==> config.mk <==
export PLATFORM = sky130hd
export DESIGN_NAME = vend_sequencer
export DESIGN_NICKNAME = d
export VERILOG_FILES = /design/src/rtl/vend_pkg.sv /design/src/rtl/credit_to_bcd.sv /design/src/rtl/vend_sequencer.sv
export SDC_FILE = /design/constraint.sdc
export NUM_CORES = 1
export LEC_CHECK = 0
export BUFFER_PORTS_ARGS = -buffer_cell sky130_fd_sc_hd__buf_4
export CAP_MARGIN = 15
export CORE_ASPECT_RATIO = 0.5
export CORE_MARGIN = 2
export CORE_UTILIZATION = 45
export CTS_CLUSTER_DIAMETER = 200
export DETAILED_ROUTE_END_ITERATION = 8
export PLACE_DENSITY = 0.66
export SETUP_SLACK_MARGIN = 0.05
export SLEW_MARGIN = 5
export SYNTH_ARGS = -nofsm -noshare
export SYNTH_HDL_FRONTEND = slang
export SYNTH_SLANG_ARGS = --single-unit
==> constraint.sdc <==
create_clock -name clk -period 4 [get_ports clk]
set_input_delay 0.8 -clock clk [delete_from_list [all_inputs] [get_ports clk]]
set_output_delay 0.8 -clock clk [all_outputs]
set_load 0.01 [all_outputs]
==> src/rtl/vend_pkg.sv <==
// rtl/vend_pkg.sv - shared state encoding, coin values and price lookup for the vending sequencer
package vend_pkg;

    typedef enum logic [1:0] {
        IDLE   = 2'd0,
        VEND   = 2'd1,
        RETURN = 2'd2
    } vend_state_t;

    localparam logic [7:0] COIN5_VAL   = 8'd5;
    localparam logic [7:0] COIN10_VAL  = 8'd10;
    localparam logic [7:0] COIN50_VAL  = 8'd50;
    localparam logic [7:0] CHANGE_UNIT = 8'd5;

    function automatic logic [7:0] price_lookup(
        input logic [1:0] sel,
        input logic [7:0] p0,
        input logic [7:0] p1,
        input logic [7:0] p2,
        input logic [7:0] p3
    );
        case (sel)
            2'd0:    price_lookup = p0;
            2'd1:    price_lookup = p1;
            2'd2:    price_lookup = p2;
            default: price_lookup = p3;
        endcase
    endfunction

endpackage

==> src/rtl/credit_to_bcd.sv <==
// rtl/credit_to_bcd.sv - registered binary to two-digit BCD for 0-99, one cycle latency
module credit_to_bcd (
    input  logic       clk,
    input  logic       rst,
    input  logic [6:0] bin,
    output logic [3:0] tens,
    output logic [3:0] ones
);

    logic [6:0] clamped;
    logic [3:0] tens_c;
    logic [6:0] tens_x10;
    logic [6:0] ones_w;

    // Out-of-range inputs saturate so both digits always stay in 0-9.
    always_comb begin
        clamped = (bin > 7'd99) ? 7'd99 : bin;
        tens_c  = 4'd0;
        for (int k = 1; k <= 9; k++) begin
            if (clamped >= 7'(10 * k)) begin
                tens_c = 4'(k);
            end
        end
        tens_x10 = {3'b000, tens_c} * 7'd10;
        ones_w   = clamped - tens_x10;
    end

    always_ff @(posedge clk or posedge rst) begin
        if (rst) begin
            tens <= 4'd0;
            ones <= 4'd0;
        end else begin
            tens <= tens_c;
            ones <= ones_w[3:0];
        end
    end

endmodule

==> src/rtl/vend_sequencer.sv <==
// rtl/vend_sequencer.sv - credit, purchase and timed change-return controller for the vending machine
module vend_sequencer
    import vend_pkg::*;
#(
    parameter int unsigned TICK_CYCLES = 100000000,
    parameter int unsigned MAX_CREDIT  = 95,
    parameter int unsigned PRICE0      = 60,
    parameter int unsigned PRICE1      = 30,
    parameter int unsigned PRICE2      = 25,
    parameter int unsigned PRICE3      = 20
) (
    input  logic       clk,
    input  logic       rst,
    input  logic       coin5,
    input  logic       coin10,
    input  logic       coin50,
    input  logic       buy_valid,
    input  logic [1:0] buy_sel,
    input  logic       cancel,
    output logic [6:0] credit,
    output logic [3:0] avail,
    output logic       dispense,
    output logic [1:0] item,
    output logic       change_pulse,
    output logic       coin_reject,
    output logic       buy_denied,
    output logic       busy,
    output logic [3:0] bcd_tens,
    output logic [3:0] bcd_ones
);

    localparam int unsigned   CNT_W     = (TICK_CYCLES > 1) ? $clog2(TICK_CYCLES) : 1;
    localparam logic [CNT_W-1:0] TICK_LAST = CNT_W'(TICK_CYCLES - 1);
    localparam logic [7:0]    MAX_C     = 8'(MAX_CREDIT);
    localparam logic [7:0]    P0        = 8'(PRICE0);
    localparam logic [7:0]    P1        = 8'(PRICE1);
    localparam logic [7:0]    P2        = 8'(PRICE2);
    localparam logic [7:0]    P3        = 8'(PRICE3);

    vend_state_t      state, state_nxt;
    logic [6:0]       credit_nxt;
    logic [CNT_W-1:0] cnt, cnt_nxt;
    logic [1:0]       sel_q, sel_nxt;
    logic [1:0]       item_nxt;

    logic [7:0] credit8;
    logic [7:0] coin_sum;
    logic [7:0] coin_total;
    logic [7:0] price_req;
    logic [7:0] price_vend;
    logic [7:0] remainder;
    logic [7:0] refunded;
    logic       any_coin;
    logic       coin_ok;

    assign credit8    = {1'b0, credit};
    assign coin_sum   = (coin5  ? COIN5_VAL  : 8'd0)
                      + (coin10 ? COIN10_VAL : 8'd0)
                      + (coin50 ? COIN50_VAL : 8'd0);
    assign coin_total = credit8 + coin_sum;
    assign any_coin   = coin5 | coin10 | coin50;
    assign price_req  = price_lookup(buy_sel, P0, P1, P2, P3);
    assign price_vend = price_lookup(sel_q, P0, P1, P2, P3);
    assign remainder  = credit8 - price_vend;
    assign refunded   = credit8 - CHANGE_UNIT;

    assign busy     = (state != IDLE);
    assign avail[0] = (credit8 >= P0);
    assign avail[1] = (credit8 >= P1);
    assign avail[2] = (credit8 >= P2);
    assign avail[3] = (credit8 >= P3);

    always_ff @(posedge clk or posedge rst) begin
        if (rst) begin
            state  <= IDLE;
            credit <= 7'd0;
            cnt    <= '0;
            sel_q  <= 2'd0;
            item   <= 2'd0;
        end else begin
            state  <= state_nxt;
            credit <= credit_nxt;
            cnt    <= cnt_nxt;
            sel_q  <= sel_nxt;
            item   <= item_nxt;
        end
    end

    always_comb begin
        state_nxt    = state;
        credit_nxt   = credit;
        cnt_nxt      = cnt;
        sel_nxt      = sel_q;
        item_nxt     = item;
        dispense     = 1'b0;
        change_pulse = 1'b0;
        coin_reject  = 1'b0;
        buy_denied   = 1'b0;
        coin_ok      = 1'b1;

        case (state)
            IDLE: begin
                // Priority: cancel, then buy, then coins; an accepted event swallows the coins.
                if (cancel && (credit != 7'd0)) begin
                    state_nxt = RETURN;
                    cnt_nxt   = '0;
                    coin_ok   = 1'b0;
                end else if (buy_valid) begin
                    if (credit8 >= price_req) begin
                        state_nxt = VEND;
                        sel_nxt   = buy_sel;
                        coin_ok   = 1'b0;
                    end else begin
                        buy_denied = 1'b1;
                    end
                end
                if (any_coin) begin
                    if (!coin_ok || (coin_total > MAX_C)) begin
                        coin_reject = 1'b1;
                    end else begin
                        credit_nxt = coin_total[6:0];
                    end
                end
            end

            VEND: begin
                coin_reject = any_coin;
                dispense    = 1'b1;
                credit_nxt  = remainder[6:0];
                item_nxt    = sel_q;
                cnt_nxt     = '0;
                state_nxt   = (remainder != 8'd0) ? RETURN : IDLE;
            end

            RETURN: begin
                coin_reject = any_coin;
                if (cnt == TICK_LAST) begin
                    change_pulse = 1'b1;
                    credit_nxt   = refunded[6:0];
                    cnt_nxt      = '0;
                    if (refunded == 8'd0) begin
                        state_nxt = IDLE;
                    end
                end else begin
                    cnt_nxt = cnt + 1'b1;
                end
            end

            default: begin
                state_nxt = IDLE;
            end
        endcase
    end

    credit_to_bcd u_bcd (
        .clk  (clk),
        .rst  (rst),
        .bin  (credit),
        .tens (bcd_tens),
        .ones (bcd_ones)
    );

endmodule

Yosys cells after proc, flatten, opt, wreduce, memory -nomap -nowiden
Index checks and enable logic that the tools add are counted.
{ "totals": {"output_inout_bits": 26, "input_bits": 9, "reg_bits": 48, "wordCells": 106} }
{ "classes": {"add_sub_neg": 7, "muxes": 42, "order_cmp": 16, "reduce_logical": 16, "eq_ne": 14, "n_bitwise": 3, "mul": 1} }
{ "op_table": {"columns": ["op", "n"], "rows": [
  ["27-bit one-hot mux with 3 select lines", 1],
  ["27-bit 2-to-1 mux", 2],
  ["6-bit one-hot mux with 3 select lines", 2],
  ["7-bit by 5-bit greater-or-equal comparator with 1-bit output (second input constant)", 5],
  ["7-bit by 6-bit greater-or-equal comparator with 1-bit output (second input constant)", 4],
  ["7-bit 2-to-1 mux", 4],
  ["27-bit by 1-bit adder with 27-bit output (second input constant)", 1],
  ["27-bit equality test (second input constant)", 1],
  ["7-bit greater-or-equal comparator (second input constant)", 3],
  ["7-bit one-hot mux with 3 select lines", 1],
  ["2-bit 2-to-1 mux", 8],
  ["3-bit 2-to-1 mux", 5],
  ["1-bit 2-to-1 mux", 13],
  ["4-bit 2-to-1 mux", 3],
  ["4-bit AND reduction", 3],
  ["2-bit != test (second input constant)", 5],
  ["7-bit by 7-bit adder with 8-bit output", 1],
  ["7-bit by 8-bit greater-or-equal comparator with 1-bit output", 1],
  ["8-bit by 7-bit > comparator with 1-bit output (second input constant)", 1],
  ["8-bit logical NOT", 1],
  ["8-bit nonzero test", 1],
  ["7-bit by 3-bit subtractor with 8-bit output (second input constant)", 1],
  ["7-bit by 8-bit subtractor with 8-bit output", 1],
  ["5-bit by 6-bit adder with 7-bit output", 1],
  ["22 further kinds", 30]
]} }

Longest topological paths before layout
{ "logic_depth": {"depth_word": 14, "mapped_depth": 11, "ltp_nobuf": 10} }

By module
Synthesis repeated with hierarchy kept, for this count alone.
{ "hier_totals": {"cells_unflattened": 413, "area_unflattened_um2": 3726.1} }
{ "by_module_without_submodules": {"columns": ["mod", "instances", "area_per_inst_um2", "cells_per_inst", "seq_area_each_um2"], "rows": [
  ["vend_sequencer", 1, 3235.6, 363, 1001.0],
  ["credit_to_bcd", 1, 490.5, 50, 200.2]
]} }

Worst setup path before layout
OpenSTA, ideal clock, no wires.
{ "synth_timing": {"kind": "input -> output", "start": "input coin10", "end": "output coin_reject", "n_path_buf": 0, "setup_slack_ns": 0.004, "cell_stages": 9, "required_ns": 3.200, "arrival_time_ns": 3.196, "cell_sequence": "fa_1 ha_1 fa_1 a21o_1 a211o_1 a211oi_2 o211ai_1 and2_1 o31a_1"} }
{ "synth_via": {"elab_chain_cells": 9, "word_cells_on_any_way": 11, "classes_between": "add/sub: 3; order compare: 1; mux: 4; bitwise: 2; reduce/logical: 1"} }
{ "synth_rtl": {"columns": ["item", "line", "source"], "rows": [
  ["start: declaration", "vend_sequencer.sv:15", "input logic coin10,"],
  ["4-bit 2-to-1 mux", "vend_sequencer.sv:58", "+ (coin10 ? COIN10_VAL : 8'd0)"],
  ["3-bit by 4-bit adder with 5-bit output", "vend_sequencer.sv:58", null],
  ["5-bit by 6-bit adder with 7-bit output", "vend_sequencer.sv:59", "+ (coin50 ? COIN50_VAL : 8'd0);"],
  ["7-bit by 7-bit adder with 8-bit output", "vend_sequencer.sv:60", "assign coin_total = credit8 + coin_sum;"],
  ["8-bit by 7-bit > comparator with 1-bit output", "vend_sequencer.sv:118", "if (!coin_ok || (coin_total > MAX_C)) begin"],
  ["1-bit logical OR", "vend_sequencer.sv:118", null],
  ["1-bit 2-to-1 mux", "vend_sequencer.sv:118", null],
  ["1-bit 2-to-1 mux", "vend_sequencer.sv:117", "if (any_coin) begin"],
  ["1-bit one-hot mux with 2 select lines *", "vend_sequencer.sv:101", "case (state)"],
  ["end: declaration", "vend_sequencer.sv:25", "output logic coin_reject,"]
]} }
Mark *: on every way between the ends. The rest lies on a longest branch, timed or not.

Worst setup path in the final report
Ends and elaborated chain as after synthesis.

==> results <==
- The most numerous cell in the Yosys netlist is sky130_fd_sc_hd__dfrtp_1.
- For this run, the leading register cell type out of synthesis is sky130_fd_sc_hd__dfrtp_1.
- The detailed placement HPWL is 6.35 mm.
- The per-cell via count in the routed design is roughly 5.6.
- The minimum period implied by the final worst setup slack is 4.05 ns.
- Counting every net in the synthesized netlist gives 437.
- The clock drives 48 sinks.
- The met1 routing resource usage after global routing is 28.1%.
- The largest family of logic cells by synthesized area is simple AND/OR/NAND/NOR gates.
- Across all layers, the routed design uses slightly above 3,000 vias.
- The last weighted congestion value of the routability-driven placer is 0.889.
- The share of Yosys cell area claimed by the top area cell type is 33.6%.
- Setup repair after global routing could not meet its margin everywhere.
- The core footprint is 0.00751 mm².
- The number of enable flip-flop cells after synthesis is 0.
- Of the total synthesized cell area, the portion taken by AND, OR, NAND and NOR gates is between 20% and 30%.
- For met2 alone, demand over resource in global routing was 38.9%.
- The final clock period utilization by the worst path is 101%.
- The reported leakage power is 0.00193 µW.
- The number of setup violations in the final report is 1.
- CTS built an H-tree with a depth of 2.
- The vertical die dimension is around 67 µm.
- The final layout contains routed wiring with a total length of between 8 and 9 mm.
- In the global route stage, met3 resource usage came out at under 10%.
- The floorplan has 22 rows.
- Cell internal power was estimated by the tool at 763 µW.
- Including well taps, the total number of placed cells is roughly 540.
- For the final routed database, the setup TNS stands at -0.0534 ns.
- The count of final max-slew check failures is 0.
- The post-synthesis sequential element count is 48.
- Combinational logic burns 6.6% of the power.
- Of the cells placed in the final design, the portion with a size suffix greater than 1 is between 10% and 20%.
- Per report_power, the sequential group accounts for between 40% and 50% of the total.
- Clock latency on the worst-skew pair, taken at its later pin, is between 0.2 and 0.3 ns.
- Based on the critical path, the design can be clocked at up to 247 MHz.
- After global routing the overflow that remains totals 0.
- The clock transition at the register clock pins on the worst setup and hold paths after CTS is 0.07 ns.
- The portion of synthesized area spent on multiplexers is between 4 and 5%.
- In this run switching power makes up between 20% and 30% of total power.
- The startpoint type of the worst setup path is an input pin.
- In this run, distinct cell masters in the synthesized netlist total 61.
- Data on the critical path is required at its endpoint by approximately 3.2 ns.
- For the final database, setup skew stands at 0.00616 ns.
- Power spread over the standard cell area amounts to 236 mW/mm².
- The commonest cells after synthesis are 48 x sky130_fd_sc_hd__dfrtp_1, 46 x sky130_fd_sc_hd__nor2_1, 29 x sky130_fd_sc_hd__ha_1, 29 x sky130_fd_sc_hd__nand2_1, 26 x sky130_fd_sc_hd__xor2_1.
- The clock share of power is between 40% and 50%.
- The number of buffers added for setup after CTS is 0.
- The initial antenna violation count was 0.
- The synthesized netlist occupies a cell area of 0.00358 mm².
- The number of max-cap violations is 0.
- The die covers 0.00873 mm².
- Relative to the synthesized area, the layout overhead comes to 16.8%.
- The number of antenna-violating nets in the routed design is 0.
- The largest individual stage delay along the critical path comes from the cell sky130_fd_sc_hd__fa_1.
- The TritonCTS clock tree is built.
- The signal on the critical path passes through buf_6 > fa_1 > ha_2 > fa_2 > a21o_1 > a211o_1 > a211oi_2 > o211ai_1 > and2_1 > o31a_1 > buf_4.
- The xor and xnor fraction of the mapped netlist area is 9.30%.
- The largest net degree at the start of global routing is 49.
- The largest stage delay on the critical path is about 0.48 ns.
- The number of detailed-routing iterations run before antenna repair is 4.
- The switching power of the nets is 226 µW.
- From left edge to right edge, the die measures 130 µm.
- The DRC violations left is 0.
- The most used routing layer in global routing is met2.
- Dividing the detail-routed wire length by the instance count gives ~16 µm.
- The number of endpoints with negative hold slack in the final report is 0.
- The flow ran to the end, but the final reports show violations.
- The total global-route track usage is between 20% and 30%.
- The total clock buffers created by CTS is 5.
- The starting density of the core is between 40% and 50%.
- In this run the tightest slew margin relative to its limit is 30.8%.
- The fraction of synthesis flops using an asynchronous set or reset pin is 100%.
- The clock root buffer master is sky130_fd_sc_hd__clkbuf_16.
- In this run the worst path has a maximum fanout of 2.
- The largest voltage drop on the vdd net is 142 µV.
- The via count of the first global-routing pass is 3,051.
- The post-layout instance count excluding filler cells is 543.
- The longest clock path from root to sink contains 2 buffers.
- The first-pass GRT wire length is 14.7 mm.
- Yosys attributes the largest share of cell area to sky130_fd_sc_hd__dfrtp_1 34%, sky130_fd_sc_hd__ha_1 10%, sky130_fd_sc_hd__xor2_1 6.4%.
- The sequential element share of the synthesized area is 33.6%.
- The synthesized netlist devotes 15.6% of its cell area to compound gates.
- Input and output buffers added on the ports amount to 34.
- In the post-route analysis, the smallest setup slack over all paths is -0.0534 ns.
- The gate count of the mapped netlist is 395.
- During synthesis, Yosys emitted a total of 0 warnings.
- The cell type with the largest total area after synthesis is sky130_fd_sc_hd__dfrtp_1.
- The violation count after the first detailed-routing iteration is around 220.
- The final reports fail on negative setup slack.
- The data arrival time at the worst-slack endpoint is between 3 and 4 ns.
- The nature of the critical path endpoint is an output port.
- After the last flow step, the layout net total stands at 476.
- 35 I/O pins were placed.
- The repair_antennas step left the layout with diodes totalling 0.
- The arithmetic-cell share of the synthesized area counting full adders, half adders and majority gates is about an eighth.
- The average instance in the mapped netlist occupies 9.06 µm².
- The startpoint-to-endpoint class of the critical path is in2out.
- The slew at the pin closest to its max-slew limit is 1.04 ns.
- In this run the worst hold path is classified as reg2reg.
final timing paths:
| path | start | to | slack [ns] | depth (start not counted) |
|---|---|---|---|---|
| worst min register to register | item[0] | item[0] | 0.51 | 1 |
| min in group asynchronous | rst | cnt[18] | 0.77 | 2 |
| worst max-delay path | coin10 | coin_reject | -0.05 | 11 |
| worst max register to register | credit[1] | credit[5] | 0.80 | 11 |
| worst min-delay path | item[0] | item[0] | 0.51 | 1 |
| max in group asynchronous | rst | cnt[0] | 2.60 | 2 |
state kept, by name, summed over array words and instances, names as in the netlist:
signal      count
u_bcd.ones      4
credit          7
item            2
state           2
u_bcd.tens      4
sel_q           2
cnt            27
power groups by stage:
stage	clock network (µW)	logic, µW	registers [µW]
6_report	438	65.4	485
5_1_grt	460	73.9	485
4_1_cts	444	66.0	485
3_5_place_dp	0	65.0	494
3_3_place_gp	0	61.5	494
2_1_floorplan	0	38.0	494
what timing repair did:
item	4_1_cts	5_1_grt
hold buffers	0	0
endpoints found under the hold margin	0	0
setup endpoints to repair	1	1
pin swaps	4	0
gates resized for setup	2	0
metrics by stage:
step	power, µW	utilization, %	setup slack, ns	hold slack (ns)	cell area (µm²)
6_report	989	55.7	-0.0534	0.509	4180
5_1_grt	1020	55.7	-0.163	0.528	4180
4_1_cts	996	55.7	-0.0588	0.515	4180
3_5_place_dp	559	53.5	-0.187	0.500	4020
3_3_place_gp	556	53.5	-0.0815	0.491	4020
2_1_floorplan	532	-	0.0927	0.472	3580
kinds of logic (layout without fill, tap and decap cells):
logic type | count (synthesis) | count (layout)
compound gates | 82 | 82
xor+xnor | 38 | 38
simple gates | 143 | 143
fa+ha+maj | 34 | 34
mux | 15 | 15
buf+inv | 35 | 75
flops | 48 | 48
final cells by class:
| class | instances | area [µm²] |
|---|---|---|
| clock inverter | 2 | 15.0 |
| sequential | 48 | 1200 |
| clock buffer | 6 | 139 |
| fill | 685 | 3330 |
| inverter | 18 | 67.6 |
| tap | 108 | 135 |
| multi-input combinational | 312 | 2250 |
| timing repair buffer | 49 | 375 |
worst max-delay path, delay by kind of cell:
| kind | cells | cell delay, ns |
|---|---|---|
| adders and majority gates | 3 | 1.02 |
| buffers and inverters | 2 | 0.24 |
| AOI/OAI and AO/OA | 5 | 1.00 |
| and+or+nand+nor | 1 | 0.18 |
per-layer routing:
metal	up-vias	part of all wire (%)
li1	1475	-
met1	1520	47
met2	61	49
met3	8	3.5
met4	0	0.85
met5	-	0
layout by cell type, fill, tap and decap left out, drive strengths merged, types with 2 or more instances in the layout:
master,n
a21o,3
and3,8
a211oi,5
a31oi,6
a21oi,16
mux2i,6
o21ai,25
xor2,26
nor2,46
nand4,10
dfrtp,48
mux2,9
inv,18
nor4,3
xnor2,12
a2111oi,2
ha,29
o21a,2
clkbuf,6
and2,6
or2,4
nand3,16
o221ai,2
fa,4
nand2,30
o211ai,2
o22ai,2
nor2b,7
a211o,2
clkinvlp,2
nand2b,3
o31ai,3
nor3,4
buf,49
(Power assumes the default switching activity.)
